$ cat src/rtl/hero_ctrl.sv
// hero_ctrl -- sprite pose controller for the player character.
//
// Turns direction-key presses into a single pending move request for the game
// logic. Once the game acknowledges the move, the directional pose is held for a
// fixed number of video frames. While the hero is idle, a two-frame idle animation
// alternates at a programmable frame rate.
//
// Parameters
//   ANIM_FRAMES  frame ticks per idle-animation toggle (1..255)
//   HOLD_FRAMES  frame ticks the move pose is held after acknowledge (1..255)
//
// Ports
//   clk          in   system clock, rising edge
//   rst          in   synchronous active-high reset
//   frame_tick   in   one-cycle pulse per video frame
//   key_up/down/left/right
//                in   direction keys, level, synchronous to clk
//   move_ack     in   game logic accepts the pending move
//   move_req     out  move pending, held until acknowledged
//   dir          out  00 up, 01 down, 10 left, 11 right
//   pressed      out  1 = directional pose, 0 = idle pose
//   anim         out  idle-animation frame select, 1 = frame A, 0 = frame B
//
// state   | meaning
// --------+----------------------------------------------------------
// IDLE    | no move pending; idle animation runs; watching for a key rise
// PRESS   | move_req raised, dir latched; waiting for move_ack
// HOLD    | move accepted; directional pose held for HOLD_FRAMES ticks

module hero_ctrl #(
  parameter int ANIM_FRAMES = 15,
  parameter int HOLD_FRAMES = 8
) (
  input  logic       clk,
  input  logic       rst,
  input  logic       frame_tick,
  input  logic       key_up,
  input  logic       key_down,
  input  logic       key_left,
  input  logic       key_right,
  input  logic       move_ack,
  output logic       move_req,
  output logic [1:0] dir,
  output logic       pressed,
  output logic       anim
);

  typedef enum logic [1:0] {
    ST_IDLE  = 2'd0,
    ST_PRESS = 2'd1,
    ST_HOLD  = 2'd2
  } state_t;

  localparam logic [7:0] ANIM_LAST = 8'(ANIM_FRAMES - 1);
  localparam logic [7:0] HOLD_LAST = 8'(HOLD_FRAMES - 1);

  state_t     state, state_n;
  logic [3:0] keys;
  logic [3:0] key_hist;
  logic [3:0] key_rise;
  logic [1:0] win_dir;
  logic [7:0] anim_cnt, anim_cnt_n;
  logic [7:0] hold_cnt, hold_cnt_n;
  logic       move_req_n;
  logic [1:0] dir_n;
  logic       pressed_n;
  logic       anim_n;

  // Bit index matches the dir encoding: up=0, down=1, left=2, right=3.
  assign keys     = {key_right, key_left, key_down, key_up};
  assign key_rise = keys & ~key_hist;

  // Fixed priority among simultaneous rises: up > down > left > right.
  always_comb begin
    win_dir = 2'b11;
    if (key_rise[0]) begin
      win_dir = 2'b00;
    end else if (key_rise[1]) begin
      win_dir = 2'b01;
    end else if (key_rise[2]) begin
      win_dir = 2'b10;
    end
  end

  always_comb begin
    state_n    = state;
    move_req_n = move_req;
    dir_n      = dir;
    pressed_n  = pressed;
    anim_n     = anim;
    anim_cnt_n = anim_cnt;
    hold_cnt_n = hold_cnt;

    unique case (state)
      ST_IDLE: begin
        // A rise beats a coincident frame tick: no animation step that cycle.
        if (|key_rise) begin
          state_n    = ST_PRESS;
          dir_n      = win_dir;
          move_req_n = 1'b1;
          pressed_n  = 1'b1;
          anim_cnt_n = 8'd0;
        end else if (frame_tick) begin
          if (anim_cnt == ANIM_LAST) begin
            anim_n     = ~anim;
            anim_cnt_n = 8'd0;
          end else begin
            anim_cnt_n = anim_cnt + 8'd1;
          end
        end
      end

      ST_PRESS: begin
        // Key rises here are dropped; a tick alongside the ack is not counted.
        if (move_ack) begin
          state_n    = ST_HOLD;
          move_req_n = 1'b0;
          hold_cnt_n = 8'd0;
        end
      end

      ST_HOLD: begin
        if (frame_tick) begin
          if (hold_cnt == HOLD_LAST) begin
            state_n    = ST_IDLE;
            pressed_n  = 1'b0;
            hold_cnt_n = 8'd0;
          end else begin
            hold_cnt_n = hold_cnt + 8'd1;
          end
        end
      end

      default: begin
        state_n    = ST_IDLE;
        move_req_n = 1'b0;
        pressed_n  = 1'b0;
      end
    endcase
  end

  always_ff @(posedge clk) begin
    if (rst) begin
      state    <= ST_IDLE;
      move_req <= 1'b0;
      dir      <= 2'b00;
      pressed  <= 1'b0;
      anim     <= 1'b1;
      anim_cnt <= 8'd0;
      hold_cnt <= 8'd0;
      // Cleared history makes a key held through reset register as a rise.
      key_hist <= 4'b0000;
    end else begin
      state    <= state_n;
      move_req <= move_req_n;
      dir      <= dir_n;
      pressed  <= pressed_n;
      anim     <= anim_n;
      anim_cnt <= anim_cnt_n;
      hold_cnt <= hold_cnt_n;
      key_hist <= keys;
    end
  end

endmodule

$ cat config.mk
export PLATFORM = sky130hd
export DESIGN_NAME = hero_ctrl
export DESIGN_NICKNAME = d
export VERILOG_FILES = /design/src/rtl/hero_ctrl.sv
export SDC_FILE = /design/constraint.sdc
export NUM_CORES = 1
export LEC_CHECK = 0
export BUFFER_PORTS_ARGS = -buffer_cell sky130_fd_sc_hd__buf_2
export CAP_MARGIN = 10
export CORE_UTILIZATION = 25
export DETAILED_ROUTE_END_ITERATION = 16
export PLACE_DENSITY = 0.42
export SYNTH_ARGS = -nofsm -noshare
export SYNTH_HDL_FRONTEND = slang
export SYNTH_SLANG_ARGS = --single-unit
$ cat constraint.sdc
create_clock -name clk -period 3.9 [get_ports clk]
set_clock_uncertainty 0.15 [all_clocks]
set_input_delay 0.78 -clock clk [delete_from_list [all_inputs] [get_ports clk]]
set_output_delay 0.78 -clock clk [all_outputs]
set_load 0.1 [all_outputs]
Word-level counts from Yosys, hierarchy flattened. Cells that the tools add are included.

Add/subtract/negate cells: 2. Eq/ne operators: 8. Muxes and demuxes: 21. Bitwise gates (word level): 6. Reduce and logical (&&, ||, !) cells: 11.

Operators with widths (count): $mux 8 (6); $add 8x1->8 const B (2); $pmux 8 s2 (1); $mux 2 (6); $reduce_and 4->1 (3); $eq 8x3->1 const B (1); $eq 8x4->1 const B (1); $ne 2x2->1 const B (4); $pmux 1 s3 (2); $pmux 2 s3 (1); $reduce_and 3->1 (2); $mux 1 (5); $and 4x4->4 (1); $not 1->1 (4); $not 4->4 (1); $reduce_and 2->1 (2); $reduce_bool 2->1 (2); $reduce_or 4->1 (1); $eq 2x1->1 const B (1); $eq 2x2->1 const B (1); $logic_not 2->1 (1).

Flip-flop bits (word level): 27. Input bits: 8. Output and inout port bits: 5.

Depth between registers and ports, before layout.
Depth after elaboration: 5. Mapped depth: 6. Mapped depth without buffers: 6.

Worst setup path before layout. OpenSTA, ideal clock, no wires.

Path type: input to register. From: input key_right. To: register anim_cnt[1]. Arrival: 1.837 ns. Data required time: 3.679 ns. Path slack: 1.843 ns. Cell stages on the path: 5. Buffers on the path: 0. Cells stage by stage: inv_2 o2111ai_4 o21ai_4 or4_1 a21oi_1.

Longest elaborated chain between the ends: 4. Elaborated cells between the ends (all ways): 5. Those cells by class: mux: 1; bitwise: 1; reduce/logical: 3.

Ends and longest elaborated chain: start, declared (line 40) `input logic key_right,`; $and 4x4->4 (*) (line 71) `assign key_rise = keys & ~key_hist;`; $reduce_or 4->1 (*) (line 97) `if (|key_rise) begin`; $reduce_bool 2->1 (no line); $reduce_and 2->1 (no line); end signal, assigned (line 159) `anim_cnt <= anim_cnt_n;`; end, declared (line 62) `logic [7:0] anim_cnt, anim_cnt_n;`.

Every way passes the cells marked *; elsewhere a longest branch is shown, timed or not. A chain may end at the register's enable or synchronous reset.

Final worst setup path.
From: input key_left. To: register anim_cnt[7].

Longest elaborated chain between the ends: 4. Elaborated cells between the ends (all ways): 5. Those cells by class: mux: 1; bitwise: 1; reduce/logical: 3.

Ends and longest elaborated chain: start, declared (line 39) `input logic key_left,`; $and 4x4->4 (*) (line 71); $reduce_or 4->1 (*) (line 97); $reduce_bool 2->1 (no line); $reduce_and 2->1 (no line).

Marked as above.

==> Implementation_results.wiki <==
{| class="wikitable"
! Metric !! Value
|-
| Sequential area share after synthesis || 40.9%
|-
| Required arrival time at the worst endpoint || 3.94 ns
|-
| Yosys reg bits || 27
|-
| Number of routed nets with antenna violations || 0
|-
| Final setup violating endpoints || 0
|-
| CP bufs+invs || 1
|-
| Critical Path Sink Type || register
|-
| Antenna violations before repair || 0
|-
| Post-CTS Hold Fix Bufs || 0
|-
| Proportion of layout cells with a drive suffix above 1 || 17.0%
|-
| CTS tree || done
|-
| Total Routed Length || about 2600 um
|-
| Mux cell area share after synthesis || 0%
|-
| Full die area || ~5600 um^2
|-
| Crit share post-route || 51.1%
|-
| Horizontal die dimension || roughly 75 um
|-
| Finished layout cell area || roughly 1500 um^2
|-
| Sw Ratio || 31.1%
|-
| Synthesized netlist cell count || 152
|-
| Min Clock Period, post-route || 1.99 ns
|-
| Number of unique standard cell types used by synthesis || 38
|-
| Post-CTS clock slew at the launch and capture registers of the worst setup and hold paths || 0.10 ns
|-
| Layout Utilization || between 20% and 30%
|-
| Adder-cell share of the synthesized area || 2.84%
|-
| Gp weighted congestion || 0.817
|-
| Max-cap violations || 0
|-
| Clock root buffer || clkbuf_8
|-
| Number of post-CTS setup repair buffers || 0
|-
| Total power divided by cell area || 373 nW/um^2
|-
| Setup repair after global routing missed its margin || no
|-
| Top delay family on crit path || simple AND/OR/NAND/NOR gates
|-
| Remaining design rule violation count || 0
|-
| Share of power burned in registers || 52.5%
|-
| Max-slew violation count || 0
|-
| Synthesized-area fraction occupied by ao, oa, aoi and oai cells || between 10% and 20%
|-
| Worst Path Max Fanout || 9
|-
| Die Y || 74.7 um
|-
| Logic gate share of total power || 18.9%
|-
| Internal portion of total power || ~0.39 mW
|-
| Slew margin rel. || 65.5%
|-
| Port bufs || 12
|-
| Wire length of the first global-routing pass || 4460 um
|-
| Crit-path cells || buf_2, nand2b_1, o2111ai_4, nor2_4, nand2_1, o32ai_1
|-
| Synthesis-to-finish area growth || 13.8%
|-
| Total clock buffers created by CTS || 3
|-
| Simple-gate portion of the synthesized area || 31.2%
|-
| Element type at the critical path start || input pin
|-
| Syn Area/Cell || just under 9 um^2
|-
| Area share of the largest cell type after synthesis || 40.9%
|-
| Setup TNS Final || 0 ns
|-
| Clock sink count || 27
|-
| Leakage power || 0.515 nW
|-
| Antenna Diode Count || 0
|-
| Number of hold violations in the final report || 0
|-
| Clock network power share || 28.6%
|-
| WS Path Type || input pin to register
|-
| DRC violation total after the first TritonRoute iteration || 52
|-
| Final routed wire length divided by cell count || between 10 and 15 um
|-
| Number of detailed-routing iterations run before antenna repair || 4
|-
| Maximum number of pins on one net before global-route repair || 31
|-
| Worst ir drop on vdd || 0.142 mV
|-
| Detailed placer's ending HPWL || 1880 um
|-
| Post-placement cell area || 1460 um^2
|-
| Data arrival time of the critical path || 2.03 ns
|-
| F_max || 502 MHz
|-
| Post-synthesis net count || 163
|-
| Number of placement rows || 26
|-
| Combined area of all synthesized cells || 1320 um^2
|-
| Largest cells by area after synthesis || dfxtp_1 41%, a21oi_1 5.7%, nor2_1 3.7%
|-
| Path class of the lowest-slack min-delay path || register to register
|-
| Post-layout net count || around 180
|-
| Vias in the first global route || 1078
|-
| Ports placed on the boundary || 13
|-
| Largest incremental delay on the critical path || ~0.3 ns
|-
| Biggest area consumer among synthesized cells || dfxtp_1
|-
| Highest-delay cell along the critical path || o32ai_1
|-
| Gr ovfl total || 0
|-
| Main combinational cell family by area after synthesis || simple AND/OR/NAND/NOR gates
|-
| Number of instances resized during post-cts repair || 0
|-
| Slew at the pin closest to its max-slew limit || 0.517 ns
|-
| H-tree depth reported by CTS || 1
|-
| Warnings from Yosys || 0
|-
| Fill cell count || 570
|-
| Outcome || finished clean
|-
| Clock network latency to the later pin of the worst-skew pair || 0.27 ns
|-
| Via-to-Cell Ratio || 4.69
|-
| Number of buffers between clock root and the deepest sink || 2
|-
| Sw power || 0.174 mW
|-
| Initial core utilization || 25.8%
|-
| Placeable core region || slightly above 5000 um^2
|-
| Vias || 1103
|-
| Xor and xnor fraction of the mapped netlist area || under 10%
|-
| Overall track demand over capacity in global routing || 10.3%
|}
==> registers in the layout, summed over array words and instances, names as in the netlist <==
signal,flops
key_hist,4
hold_cnt,8
move_req,1
state,2
anim,1
pressed,1
anim_cnt,8
dir,2
==> cell usage after synthesis <==
library cell and count:
a2111oi_0 1, a211oi_1 1, a21oi_1 15, a22oi_1 1, a311o_2 1, and2_1 2, and3_1 1, and3b_1 2
clkbuf_1 3, dfxtp_1 27, ha_1 3, inv_1 6, inv_2 1, nand2_1 12, nand2b_1 7, nand3_1 5
nand3b_1 2, nand4_1 2, nor2_1 13, nor2_4 2, nor2b_1 7, nor3_1 4, nor3_2 1, nor4_1 1
o2111ai_4 1, o21ai_0 4, o21ai_2 1, o21ai_4 1, o21bai_1 1, o31ai_1 1, o32ai_1 5, o41ai_1 1
or2_2 2, or3_1 6, or3b_2 2, or4_1 2, xnor2_1 3, xor2_1 2
==> power groups by stage <==
stage	clock [mW]	sequential [mW]	combinational, mW
after detailed placement	0	0.301	0.106
final	0.160	0.294	0.106
after global placement	0	0.301	0.105
after global routing	0.180	0.296	0.114
after floorplan	0	0.337	0.0482
after CTS	0.170	0.294	0.106
==> through the flow <==
step / std cells / setup slack (ns) / hold WS [ns] / total power, mW
floorplan: 152 / 1.84 / 0.321 / 0.386
global placement: 231 / 1.67 / 0.293 / 0.406
detailed placement: 231 / 1.60 / 0.298 / 0.407
CTS: 235 / 1.89 / 0.314 / 0.571
global route: 235 / 1.73 / 0.347 / 0.590
finish: 235 / 1.91 / 0.312 / 0.560
==> layout make-up <==
cell class	instances	area, um^2	area share [%]
Multi-Input combinational cell	115	742	49.4
Sequential cell	27	541	36.0
Tap cell	70	87.6	5.83
Timing Repair Buffer	12	60.1	4.00
Clock buffer	3	41.3	2.75
Inverter	7	26.3	1.75
Clock inverter	1	5.00	0.333
==> cells by family (layout without fill, tap and decap cells) <==
group	after synthesis	in the layout
adders and majority gates	3	3
and+or+nand+nor	73	73
AOI/OAI and AO/OA	34	34
xor gates and xnor gates	5	5
DFF	27	27
buffers and inverters	10	23
==> worst reg2reg max path, stage by stage (launching register included) <==
cell and delay, ns:
dfxtp_1 0.41, inv_1 0.08, ha_1 0.19, and3_1 0.20, nor2_4 0.19, nand2_1 0.19
o32ai_1 0.30
==> layer usage <==
layer  vias up  share of wire (%)  track usage, %
li1        566                  -               -
met1       526                 49            12.5
met2         9                 48            17.4
met5         -                  0               0
met3         2                2.0            1.61
met4         0                1.0            5.45
==> placed cells by master (no fill, tap or decap), types with 3 or more instances in the layout <==
cell       n
nor2_1    13
a21oi_1   15
inv_1      6
xnor2_1    3
nand2b_1   7
or3_1      6
buf_2     12
nor3_1     4
nor2b_1    7
o21ai_0    4
nand2_1   12
clkbuf_8   3
dfxtp_1   27
nand3_1    5
o32ai_1    5
ha_1       3
==> path summary, 6_finish.rpt <==
check,start,endpoint,slack [ns],cells after the start
setup / recovery,key_left,anim_cnt[7],1.91,6
hold / removal,dir[0],dir[0],0.31,2
setup reg to reg,anim_cnt[0],anim_cnt[7],2.11,6
hold reg to reg,dir[0],dir[0],0.31,2
Note: power is estimated with default switching activity, not from simulation.
